**src/rtl/l2_memory_bridge.sv**
```systemverilog
// l2_memory_bridge: turns cache-hierarchy memory messages into single-line
// valid/ready memory transactions and injects memory-side line flushes.
//
// Build option: define L2_MEM_BRIDGE_WB_ACK_EN to acknowledge hierarchy
// writes with a one-cycle MEM_RESP (data 0). Flush writes never ack.
//
// Ports:
//   clock, reset                 clock, async active-high reset
//   cachehier2mem_{msg,address,data}   request from the hierarchy
//   mem2cachehier_{msg,address,data}   response/flush request to it
//   mem_intf_busy                transaction in progress
//   mem_intf_address(_valid)     line currently being serviced
//   mem_req_{valid,write,address,data}, mem_req_ready  memory request
//   mem_resp_{valid,data}        in-order read data from memory
//   ext_flush_{valid,address}    external flush request
//   ext_flush_ready              flush accepted (one-cycle pulse)
//   ext_flush_done               flushed line written (one-cycle pulse)
//
// Message encodings mirror the hierarchy's shared params include.

module l2_memory_bridge #(
  parameter int DATA_WIDTH   = 32,
  parameter int ADDRESS_BITS = 32,
  parameter int MSG_BITS     = 4,
  parameter int OFFSET_BITS  = 2,
  localparam int L2_WIDTH    = DATA_WIDTH << OFFSET_BITS
) (
  input  logic                    clock,
  input  logic                    reset,
  input  logic [MSG_BITS-1:0]     cachehier2mem_msg,
  input  logic [ADDRESS_BITS-1:0] cachehier2mem_address,
  input  logic [L2_WIDTH-1:0]     cachehier2mem_data,
  output logic [MSG_BITS-1:0]     mem2cachehier_msg,
  output logic [ADDRESS_BITS-1:0] mem2cachehier_address,
  output logic [L2_WIDTH-1:0]     mem2cachehier_data,
  output logic                    mem_intf_busy,
  output logic [ADDRESS_BITS-1:0] mem_intf_address,
  output logic                    mem_intf_address_valid,
  output logic                    mem_req_valid,
  output logic                    mem_req_write,
  output logic [ADDRESS_BITS-1:0] mem_req_address,
  output logic [L2_WIDTH-1:0]     mem_req_data,
  input  logic                    mem_req_ready,
  input  logic                    mem_resp_valid,
  input  logic [L2_WIDTH-1:0]     mem_resp_data,
  input  logic                    ext_flush_valid,
  input  logic [ADDRESS_BITS-1:0] ext_flush_address,
  output logic                    ext_flush_ready,
  output logic                    ext_flush_done
);

  localparam logic [MSG_BITS-1:0] NO_REQ    = MSG_BITS'(0);
  localparam logic [MSG_BITS-1:0] R_REQ     = MSG_BITS'(1);
  localparam logic [MSG_BITS-1:0] WB_REQ    = MSG_BITS'(2);
  localparam logic [MSG_BITS-1:0] FLUSH     = MSG_BITS'(3);
  localparam logic [MSG_BITS-1:0] RFO_BCAST = MSG_BITS'(6);
  localparam logic [MSG_BITS-1:0] C_WB      = MSG_BITS'(7);
  localparam logic [MSG_BITS-1:0] C_FLUSH   = MSG_BITS'(8);
  localparam logic [MSG_BITS-1:0] MEM_RESP  = MSG_BITS'(10);
  localparam logic [MSG_BITS-1:0] REQ_FLUSH = MSG_BITS'(11);

  typedef enum logic [2:0] {
    IDLE,
    RD_ISSUE,
    RD_WAIT,
    WR_ISSUE,
    RESP,
    FL_REQ,
    FL_WAIT,
    DRAIN
  } state_t;

  state_t                  state_q, state_d;
  logic [ADDRESS_BITS-1:0] addr_q, addr_d;
  logic [L2_WIDTH-1:0]     wdata_q, wdata_d;
  logic [L2_WIDTH-1:0]     rline_q, rline_d;
  logic                    flush_q, flush_d;

  logic [MSG_BITS-1:0]     msg_q, msg_d;
  logic [ADDRESS_BITS-1:0] oaddr_q, oaddr_d;
  logic [L2_WIDTH-1:0]     odata_q, odata_d;
  logic                    busy_q, busy_d;
  logic                    rvalid_q, rvalid_d;
  logic                    rwrite_q, rwrite_d;
  logic [ADDRESS_BITS-1:0] raddr_q, raddr_d;
  logic [L2_WIDTH-1:0]     rdata_q, rdata_d;
  logic                    fl_rdy_q, fl_rdy_d;
  logic                    fl_done_q, fl_done_d;

  logic hier_rd;
  logic hier_wr;
  logic fl_match;

  assign hier_rd = (cachehier2mem_msg == R_REQ)
                || (cachehier2mem_msg == RFO_BCAST);
  assign hier_wr = (cachehier2mem_msg == WB_REQ)
                || (cachehier2mem_msg == C_WB)
                || (cachehier2mem_msg == FLUSH)
                || (cachehier2mem_msg == C_FLUSH);
  assign fl_match = (cachehier2mem_msg == C_FLUSH)
                 && (cachehier2mem_address == addr_q);

  always_comb begin
    state_d   = state_q;
    addr_d    = addr_q;
    wdata_d   = wdata_q;
    rline_d   = rline_q;
    flush_d   = flush_q;
    fl_rdy_d  = 1'b0;
    fl_done_d = 1'b0;

    unique case (state_q)
      IDLE: begin
        if (hier_rd) begin
          addr_d  = cachehier2mem_address;
          flush_d = 1'b0;
          state_d = RD_ISSUE;
        end else if (hier_wr) begin
          addr_d  = cachehier2mem_address;
          wdata_d = cachehier2mem_data;
          flush_d = 1'b0;
          state_d = WR_ISSUE;
        end else if (ext_flush_valid) begin
          addr_d   = ext_flush_address;
          fl_rdy_d = 1'b1;
          state_d  = FL_REQ;
        end
      end
      RD_ISSUE: begin
        if (mem_req_ready) state_d = RD_WAIT;
      end
      RD_WAIT: begin
        if (mem_resp_valid) begin
          rline_d = mem_resp_data;
          state_d = RESP;
        end
      end
      WR_ISSUE: begin
        if (mem_req_ready) begin
          if (flush_q) begin
            fl_done_d = 1'b1;
            state_d   = DRAIN;
          end else begin
`ifdef L2_MEM_BRIDGE_WB_ACK_EN
            rline_d = '0;
            state_d = RESP;
`else
            state_d = DRAIN;
`endif
          end
        end
      end
      RESP:    state_d = DRAIN;
      FL_REQ:  state_d = FL_WAIT;
      FL_WAIT: begin
        if (fl_match) begin
          wdata_d = cachehier2mem_data;
          flush_d = 1'b1;
          state_d = WR_ISSUE;
        end
      end
      DRAIN:   state_d = IDLE;
      default: state_d = IDLE;
    endcase

    // Outputs are a function of the next state so they leave a flop.
    rvalid_d = (state_d == RD_ISSUE) || (state_d == WR_ISSUE);
    rwrite_d = (state_d == WR_ISSUE);
    raddr_d  = rvalid_d ? addr_d : '0;
    rdata_d  = rwrite_d ? wdata_d : '0;
    busy_d   = (state_d != IDLE);
    msg_d    = NO_REQ;
    oaddr_d  = '0;
    odata_d  = '0;
    if (state_d == RESP) begin
      msg_d   = MEM_RESP;
      oaddr_d = addr_d;
      odata_d = rline_d;
    end else if (state_d == FL_REQ) begin
      msg_d   = REQ_FLUSH;
      oaddr_d = addr_d;
    end
  end

  always_ff @(posedge clock or posedge reset) begin
    if (reset) begin
      state_q   <= IDLE;
      addr_q    <= '0;
      wdata_q   <= '0;
      rline_q   <= '0;
      flush_q   <= 1'b0;
      msg_q     <= NO_REQ;
      oaddr_q   <= '0;
      odata_q   <= '0;
      busy_q    <= 1'b0;
      rvalid_q  <= 1'b0;
      rwrite_q  <= 1'b0;
      raddr_q   <= '0;
      rdata_q   <= '0;
      fl_rdy_q  <= 1'b0;
      fl_done_q <= 1'b0;
    end else begin
      state_q   <= state_d;
      addr_q    <= addr_d;
      wdata_q   <= wdata_d;
      rline_q   <= rline_d;
      flush_q   <= flush_d;
      msg_q     <= msg_d;
      oaddr_q   <= oaddr_d;
      odata_q   <= odata_d;
      busy_q    <= busy_d;
      rvalid_q  <= rvalid_d;
      rwrite_q  <= rwrite_d;
      raddr_q   <= raddr_d;
      rdata_q   <= rdata_d;
      fl_rdy_q  <= fl_rdy_d;
      fl_done_q <= fl_done_d;
    end
  end

  assign mem2cachehier_msg      = msg_q;
  assign mem2cachehier_address  = oaddr_q;
  assign mem2cachehier_data     = odata_q;
  assign mem_intf_busy          = busy_q;
  assign mem_intf_address_valid = busy_q;
  assign mem_intf_address       = addr_q;
  assign mem_req_valid          = rvalid_q;
  assign mem_req_write          = rwrite_q;
  assign mem_req_address        = raddr_q;
  assign mem_req_data           = rdata_q;
  assign ext_flush_ready        = fl_rdy_q;
  assign ext_flush_done         = fl_done_q;

endmodule
```
**config.mk**
```make
export PLATFORM = sky130hd
export DESIGN_NAME = l2_memory_bridge
export DESIGN_NICKNAME = d
export VERILOG_FILES = /design/src/rtl/l2_memory_bridge.sv
export SDC_FILE = /design/constraint.sdc
export NUM_CORES = 1
export LEC_CHECK = 0
export CORE_AREA = 2 2 272 274
export CTS_CLUSTER_DIAMETER = 80
export DETAILED_ROUTE_END_ITERATION = 8
export DIE_AREA = 0 0 274 276
export GPL_ROUTABILITY_DRIVEN = 1
export PLACE_DENSITY = 0.57
export SLEW_MARGIN = 30
export SYNTH_ARGS = -nofsm -noshare
export SYNTH_HDL_FRONTEND = slang
export SYNTH_SLANG_ARGS = --single-unit
```
**constraint.sdc**
```tcl
create_clock -name clock -period 40.2 [get_ports clock]
set_clock_uncertainty 0.15 [all_clocks]
set_input_delay 6.03 -clock clock [delete_from_list [all_inputs] [get_ports clock]]
set_output_delay 6.03 -clock clock [all_outputs]
set_load 0.1 [all_outputs]
```
==> impl_metrics.json <==
{
  "status": "finished, final reports clean",
  "p_sw_share_pct": 46.22,
  "syn_nets": 1583,
  "fp.coreArea_um2": 72590,
  "numCtsBuffers": 56,
  "cp_num_buf_inv": 4,
  "synth_area_leaders": "dfrtp_1 70%, mux2_1 7.1%, a22o_1 6.3%",
  "path_common_cell": "buf_4",
  "gp_congestion": 0.8719,
  "final_area_um2": 27050,
  "netlist_area_um2": 17660,
  "power.internal_mw": 1.156,
  "relSlewSlack_pct": 30.01,
  "yosys.area.top_type": "dfrtp_1",
  "ant_nets": 0,
  "synth_area_per_cell_um2": 14.09,
  "io_buffer_count": 689,
  "grt_start_max_net_pins": 119,
  "firstDrtPassIters": 5,
  "ys_warn_count": 0,
  "grt_pass1_vias": 13440,
  "maxCapViolCount": 0,
  "clock-sinks": 491,
  "yosys.cell_count.top_type": "dfrtp_1",
  "h-tree-depth": 2,
  "p_switching_mw": 0.9933,
  "grt_pass1_wl_um": 84760,
  "drv_slew": 0,
  "hold_viol": 0,
  "die_h_um": 276,
  "cp_slowest_stage_delay_ps": 820,
  "power_frac_comb_pct": 44.3,
  "fmax_mhz": 95.33,
  "num_rows": 99,
  "powerDensity_nw_per_um2": 79.43,
  "insertion_delay_ps": 590,
  "min_path_type": "reg2reg",
  "die_x_um": 274,
  "globalRoute.totalOverflow": 0,
  "ys_types": 36,
  "period_share_pct": 26.10,
  "drtIter0Drc": 615,
  "worst_pin_slew_ps": 1047,
  "drive_gt1_share_pct": 8.948,
  "crit_fanout": 96,
  "ctsRootBufferMaster": "clkbuf_16",
  "seq_area_frac_synth_pct": 69.56,
  "power_frac_clock_pct": 23.3,
  "clkTransAtPathRegs_ps": 60,
  "hpwl_um": 41150,
  "pin_count": 691,
  "cp.arrival_ps": 10810,
  "fill_cells": 7049,
  "synthFlopType": "dfrtp_1",
  "start_util_pct": 24.34,
  "synthArstFlopShare_pct": 100.0,
  "post_cts_buffers": 0,
  "nets": 2266,
  "drc": 0,
  "tns_ps": 0,
  "ir_worst_vdd_uv": 55.06,
  "wl_per_cell_um": 19.23,
  "path_delay_family": "buffers and inverters",
  "cp-end-kind": "register",
  "cts_resized": 0,
  "place_area_um2": 25300,
  "seqPwrFrac_pct": 32.4,
  "routed_wirelength_um": 56500,
  "antenna_found_initial": 4,
  "track_usage_pct": 14.63,
  "setup_viol": 0,
  "cts_tree": "built",
  "startpoint_type": "input port",
  "synth-seq-cells": 491,
  "rsz0062_at_grt": "no",
  "cp.required_ps": 40520,
  "leakage_nw": 12.14,
  "cts_hold_buffers": 0,
  "ys_top_cells_by_count": "491 x dfrtp_1, 129 x and2_1, 128 x a22o_1",
  "cp_slowest_cell": "buf_4",
  "syn2layout_area_growth_pct": 53.16,
  "path_class": "in2reg",
  "synthCells": 1254,
  "crit_chain": "clkdlybuf4s50_1 -> xnor2_1 -> nand4_1 -> nor4_1 -> and4_1 -> or2_4 -> buf_4 -> buf_4 -> buf_6 -> mux2_1",
  "vias": 12360,
  "synth_top_area_share_pct": 69.56,
  "period_minus_slack_ps": 10490,
  "synth_edf_count": 0,
  "cts_max_path_buffers": 3,
  "dieArea_um2": 75620,
  "vias_per_cell": 4.205
}
==> registers in the layout, summed over array words and instances (netlist names), 2 cells and up <==
name / count
mem2cachehier_msg: 2
state_q: 3
mem2cachehier_address: 32
mem_req_data: 128
mem_intf_address: 32
mem_req_address: 32
mem2cachehier_data: 128
wdata_q: 128
==> power groups by stage <==
stage / logic, mW / clock network [mW] / registers, mW
final: 0.952 / 0.500 / 0.697
after global routing: 0.990 / 0.538 / 0.712
after CTS: 0.962 / 0.518 / 0.698
after detailed placement: 0.960 / 0 / 0.705
after global placement: 0.955 / 0 / 0.701
after floorplan: 0.182 / 0 / 1.22
==> routing by layer <==
layer	vias to the layer above	share of wire (%)	GRT usage, %
met5	-	0.046	0
met3	81	8.1	4.603
met2	482	50	25.45
met1	6148	39	17.28
met4	4	2.4	4.027
li1	5640	-	-
==> worst reg2reg max path: stages, from the launching register on <==
cell	delay, ps
dfrtp_1	410
xnor2_1	320
nand4_1	160
nor4_1	570
and4_1	380
or2_4	220
buf_4	670
buf_4	860
buf_6	670
mux2_1	480
==> cell type report <==
type / count / area (um^2) / share of cell area, %
flip-flops and latches: 491 / 12290 / 45.41
multi-input cells: 642 / 4761 / 17.60
repair buffers: 708 / 6849 / 25.32
diodes: 1 / 2.502 / 0.009249
inverters: 38 / 155.1 / 0.5735
well taps: 959 / 1200 / 4.435
clock inverters: 21 / 205.2 / 0.7585
clock buffers: 78 / 1595 / 5.896
==> kinds of logic (layout without fill, tap and decap cells) <==
| kind of cell | after synthesis | count (layout) | share of synthesized area [%] |
|---|---|---|---|
| AO/OA/AOI/OAI | 203 | 203 | 8.776 |
| XOR/XNOR | 32 | 32 | 1.587 |
| buffers and inverters | 121 | 845 | 3.641 |
| flip-flops | 491 | 491 | 69.56 |
| multiplexers | 129 | 129 | 8.216 |
| other | 1 | 2 | 0.02123 |
| AND/OR/NAND/NOR | 277 | 277 | 8.202 |
==> final timing paths <==
kind                                      startpoint  depth (start not counted)             endpoint  slack (ps)
setup / recovery           cachehier2mem_address[28]                         10          wdata_q[31]       29710
hold / removal                           wdata_q[84]                          1     mem_req_data[84]         320
setup reg to reg                mem_intf_address[28]                          9          wdata_q[31]       35180
hold reg to reg                          wdata_q[84]                          1     mem_req_data[84]         320
max in group asynchronous                      reset                          4     mem_req_data[21]       32120
min in group asynchronous                      reset                          2  mem_req_address[18]        5800
==> per-stage QoR <==
| stage | power (mW) | util (%) | cells | hold WS (ps) | setup WS (ps) |
|---|---|---|---|---|---|
| floorplan | 1.401 | - | 1254 | 308.8 | 20320 |
| global placement | 1.657 | 35.03 | 2837 | 314.5 | 28910 |
| detailed placement | 1.665 | 34.86 | 2838 | 318.9 | 29120 |
| CTS | 2.178 | 37.34 | 2937 | 308.0 | 29770 |
| global route | 2.239 | 37.27 | 2937 | 338.1 | 29450 |
| finish | 2.149 | 37.27 | 2938 | 320.9 | 29710 |
==> cell usage in the layout (no fill, tap or decap), drive strengths merged, types with 10 or more instances in the layout <==
master	instances
clkbuf	83
clkinv	14
buf	60
xnor2	32
nor2	75
a22o	128
o21ai	35
clkdlybuf4s50	643
nand2	40
inv	40
and2	129
nand4	10
mux2	128
dfrtp	491
o22ai	33
(Power assumes the default switching activity.)
